--- config.mk ---
export PLATFORM = sky130hd
export DESIGN_NAME = hms_clock
export DESIGN_NICKNAME = d
export VERILOG_FILES = /design/src/rtl/hms_clock.sv
export SDC_FILE = /design/constraint.sdc
export NUM_CORES = 1
export LEC_CHECK = 0
export CELL_PAD_IN_SITES_DETAIL_PLACEMENT = 0
export CELL_PAD_IN_SITES_GLOBAL_PLACEMENT = 1
export CORE_UTILIZATION = 37
export DETAILED_ROUTE_END_ITERATION = 10
export PLACE_DENSITY = 0.92
export SLEW_MARGIN = 20
export SYNTH_ARGS = -nofsm -noshare
export SYNTH_HDL_FRONTEND = slang
export SYNTH_SLANG_ARGS = --single-unit
export TNS_END_PERCENT = 1
--- constraint.sdc ---
create_clock -name ap_clk -period 5.2 [get_ports ap_clk]
set_input_delay 1.04 -clock ap_clk [delete_from_list [all_inputs] [get_ports ap_clk]]
set_output_delay 1.04 -clock ap_clk [all_outputs]
set_load 0.005 [all_outputs]
--- src/rtl/hms_clock.sv ---
// hms_clock: 24-hour hh:mm:ss counter with run enable, clear and prescaler.
// Define BCD_OUT_EN for packed-BCD outputs; otherwise outputs are binary.
module hms_clock #(
  parameter int TICKS_PER_SEC = 1
) (
  input  logic       ap_clk,
  input  logic       ap_rst,
  input  logic       clear,
  input  logic       start_r,
  output logic [7:0] hh,
  output logic [7:0] mm,
  output logic [7:0] ss
);
  localparam int PW = TICKS_PER_SEC > 1 ? $clog2(TICKS_PER_SEC) : 1;
  logic [PW-1:0] pre;
  logic [4:0] h;
  logic [5:0] m, s;
  logic tick;
  assign tick = pre == PW'(TICKS_PER_SEC - 1);
  always_ff @(posedge ap_clk or posedge ap_rst) begin
    if (ap_rst) begin
      pre <= '0;
      h <= '0;
      m <= '0;
      s <= '0;
    end else if (clear) begin
      pre <= '0;
      h <= '0;
      m <= '0;
      s <= '0;
    end else if (start_r) begin
      pre <= tick ? '0 : pre + PW'(1);
      if (tick) begin
        s <= s == 6'd59 ? 6'd0 : s + 6'd1;
        if (s == 6'd59) begin
          m <= m == 6'd59 ? 6'd0 : m + 6'd1;
          if (m == 6'd59) h <= h == 5'd23 ? 5'd0 : h + 5'd1;
        end
      end
    end
  end
`ifdef BCD_OUT_EN
  function automatic logic [7:0] enc(input logic [5:0] v);
    return {4'(v / 6'd10), 4'(v % 6'd10)};
  endfunction
`else
  function automatic logic [7:0] enc(input logic [5:0] v);
    return {2'b00, v};
  endfunction
`endif
  assign hh = enc({1'b0, h});
  assign mm = enc(m);
  assign ss = enc(s);
endmodule

## After elaboration in Yosys (flattened, before gate mapping)

Index checks and enable logic that the tools add are counted.

| storage, ports and cells | value |
|---|---|
| flip-flop bits (word level) | 18 |
| bits in latches | 0 |
| RAM bits | 0 |
| bits in read-only memories | 0 |
| input bits | 4 |
| word-level logic and storage cells | 36 |
| memories | 0 |

| cells by class | value |
|---|---|
| add/subtract/negate cells | 4 |
| $mul | 0 |
| divide/modulo/power cells | 0 |
| order comparisons | 0 |
| eq/ne operators | 4 |
| shift-type cells | 0 |
| mux-type cells | 18 |
| bitwise operators | 0 |
| reductions and logical operators | 6 |

Operators by type and width:

| cell | number |
|---|---|
| two-way mux 6 bit | 9 |
| two-way mux 5 bit | 6 |
| adder 6 x 1 -> 6 bit, second input constant | 2 |
| == test 6 bit, second input constant | 2 |
| nonzero test 2 bit | 3 |
| adder 5 x 1 -> 5 bit, second input constant | 1 |
| == test 5 bit, second input constant | 1 |
| AND reduction 4 bit | 1 |
| two-way mux 1 bit | 3 |
| AND reduction 3 bit | 1 |
| != test 2 bit, second input constant | 1 |
| AND reduction 2 bit | 1 |
| adder 1 bit, second input constant | 1 |

## Depth between registers and ports, before layout

| logic depth | value |
|---|---|
| depth in word-level cells | 7 |
| mapped depth | 5 |
| depth with buffers taken out | 5 |

## Worst setup path before layout

No wires, ideal clock.

| path | value |
|---|---|
| path type | in2reg |
| from | input port start_r |
| to | register h[4] |
| library setup time | 0.125 ns |
| arrival | 2.177 ns |
| data required time | 5.075 ns |
| setup slack | 2.898 ns |
| stages | 5 |
| buffers on the path | 1 |
| cells stage by stage | buf_2 -> nand4b_2 -> nor4b_4 -> nand3_2 -> mux2_4 |

| on the way | value |
|---|---|
| word-level cells in the longest chain between the ends | 2 |

RTL lines:

| item | RTL line | RTL |
|---|---|---|
| start: declaration | 9 | `input logic start_r,` |
| nonzero test 2 bit (no line) | n/a |  |
| AND reduction 4 bit (no line) | n/a |  |
| end signal: assignment | 37 | `if (m == 6'd59) h <= h == 5'd23 ? 5'd0 : h + 5'd1;` |
| end: declaration | 16 | `logic [4:0] h;` |

No other way between the ends.
A chain may end at the register's enable or synchronous reset.

## Final worst setup path

Ends and elaborated chain as after synthesis.

==> metrics.txt <==
Avg Inst Size Synth=9.66 µm²; uppermost layer routed=met4; CP startpoint kind=input pin; part of the power in registers=0.607; power density of the placed cells=184 mW/mm²; Sw Share=0.240; clock slew at reported path FFs=0.10 ns; VDD IR max=151 µV; crit-path cells=clkdlybuf4s50_1 > nand4b_2 > nor4b_4 > nand3_2 > mux2_4; vias in the first global route=726; Clk pwr share=0.315; largest net degree at the start of global routing=22; crit end category=register; sequential share of the synthesized area=0.428; setup_tns=0 ns; P_int=0.170 mW; Die ar.=0.00290 mm²; Clock Tree Root=clkbuf_4; CP peak stage delay=0.65 ns; Via Count=792; clk sinks=17; status=complete, no violations; Slew @ Worst Pin=0.711 ns; crit path time final=2.64 ns; Synth Flop Type=dfrtp_1; Placeable Area=0.00250 mm²; H-tree Lvls=1; drt drc=0; I/O pins=28; count of mapped cells out of synthesis=103; Tcrit/Tclk final=0.508; Rows=18; top-count cell post-synth=dfrtp_1; Num CTS Buffers=3; EDFF count, synth=0; Synth area leader=dfrtp_1; Buffers on Ports=20; dpl cell area=0.00119 mm²; Max Cap Viol=0; # hold bufs at CTS=0; # fillers=236; Remaining Overflow, GRT=0; initial antenna violation count=0; top cells by area, synth=dfrtp_1, buf_4, nor2_1; Via density=5.18; Warnings, synthesis=0; Max Transition Viols Final=0; Switching Power=0.0538 mW; final instance area=0.00122 mm²; final worst clock skew=0.00328 ns; Logic pwr share=0.078; top-area cell type share of the netlist area=0.428; CTS tree=built; total setup buffers inserted after CTS=0; ANT nets after route=0; RSZ-0062 raised after global routing=no; Lkg Pwr=0.534 nW; achievable frequency=379 MHz; DRT Pass-1 Iters=4; kind of critical path=in2reg; final net count=131; global-route wire length before repair=3.19 mm; CP Max Fanout=7; GR Util All Layers=0.155; Synth Cell Area=995 µm²; wire length on met3=88 µm; Placer Congestion=0.744; non-filler instance count after layout=153; Worst path slowest cell=clkdlybuf4s50_1; initial DRC count=10; Setup-failing EPs final=0; Max-Slew Margin vs Limit=0.524; post-synthesis register bit count=17; clock latency on the worst-skew pair=0.29 ns; met2 wire length=836 µm; Starting Density=0.398; Core Util, Final=0.487; Worst Hold Class=reg2reg; Data arrival, critical path=2.83 ns; critical path required time=5.39 ns; area delta synth->final=22.4%; Post-CTS Resized=0; CTS Buffer Depth=2; Synth cell types=36; die height=53.9 µm; placed cells=149; Final HPWL DP=1.35 mm; Post-synth top cells=dfrtp_1, nor2_1, a21oi_1, buf_4, nand2_1; DR WL/cell=12.4 µm; Routed met1 length=961 µm; chip width=53.9 µm; ys async rst share=1.00; Ant. Diodes=0; Tot Pwr=0.224 mW; share of cells above drive strength 1=0.0894; total wire length=1.90 mm; Fin. Hold Viols=0
==> final cells by class <==
cell class,count,area (µm²),share of cell area
Multi-Input combinational cell,78,512,0.420
Sequential cell,17,425,0.349
Timing Repair Buffer,20,200,0.164
Tap cell,30,37.5,0.0308
Clock buffer,3,22.5,0.0185
Inverter,4,15.0,0.0123
Clock inverter,1,5.00,0.00411
==> power groups by stage <==
stage                     clock, mW  combinational (mW)  sequential, mW
after global routing         0.0803              0.0200           0.136
after CTS                    0.0730              0.0179           0.136
final                        0.0705              0.0175           0.136
after detailed placement          0              0.0178           0.138
after floorplan                   0              0.0143           0.138
after global placement            0              0.0175           0.138
==> per-layer routing <==
| metal | up-vias | track usage |
|---|---|---|
| li1 | 390 | - |
| met1 | 377 | 0.207 |
| met2 | 23 | 0.245 |
| met3 | 2 | 0.0424 |
| met4 | 0 | 0.0395 |
| met5 | - | 0 |
==> through the flow <==
stage               hold slack (ns)  setup slack [ns]
floorplan                     0.543              2.90
global placement              0.557              2.33
detailed placement            0.564              2.25
CTS                           0.589              2.57
global route                  0.631              2.48
finish                        0.581              2.56
==> cell usage in the layout (no fill, tap or decap), types with 2 or more instances in the layout <==
master,n
inv_1,4
ha_1,3
o21ai_0,3
mux2i_1,4
nand2_1,7
a21oi_1,7
nor3_1,5
xor2_1,2
clkdlybuf4s50_1,20
conb_1,7
nand3_1,2
xnor2_1,3
nand4_1,2
dfrtp_1,17
o2111ai_1,2
nand2b_1,2
clkbuf_4,3
nor2_1,13
==> kinds of logic after synthesis <==
family	after synthesis	share of synthesized area
compound gates	19	0.126
xor+xnor	5	0.0440
fa+ha+maj	3	0.0377
buf+inv	14	0.0805
flops	17	0.428
mux	5	0.0553
other cells	1	0.00377
simple gates	39	0.225
==> registers in the layout, summed over array words and instances, names as in the netlist <==
| register | cells |
|---|---|
| h | 5 |
| m | 6 |
| s | 6 |
==> critical path, delay by kind of cell <==
| family | cells | cell delay, ns |
|---|---|---|
| and+or+nand+nor | 3 | 0.83 |
| buffers and inverters | 1 | 0.65 |
| muxes | 1 | 0.31 |
==> final timing paths <==
check	endpoint	slack (ns)	from	cells after the start
max	h[4]$_DFFE_PP0P_	2.56	start_r	5
min	s[4]$_DFFE_PP0P_	0.58	s[4]$_DFFE_PP0P_	2
max reg2reg	h[4]$_DFFE_PP0P_	3.32	s[0]$_DFFE_PP0P_	5
min reg2reg	s[4]$_DFFE_PP0P_	0.58	s[4]$_DFFE_PP0P_	2
max in group asynchronous	h[2]$_DFFE_PP0P_	3.66	ap_rst	2
min in group asynchronous	m[2]$_DFFE_PP0P_	1.13	ap_rst	2
Power figures use the tool's default switching activity.
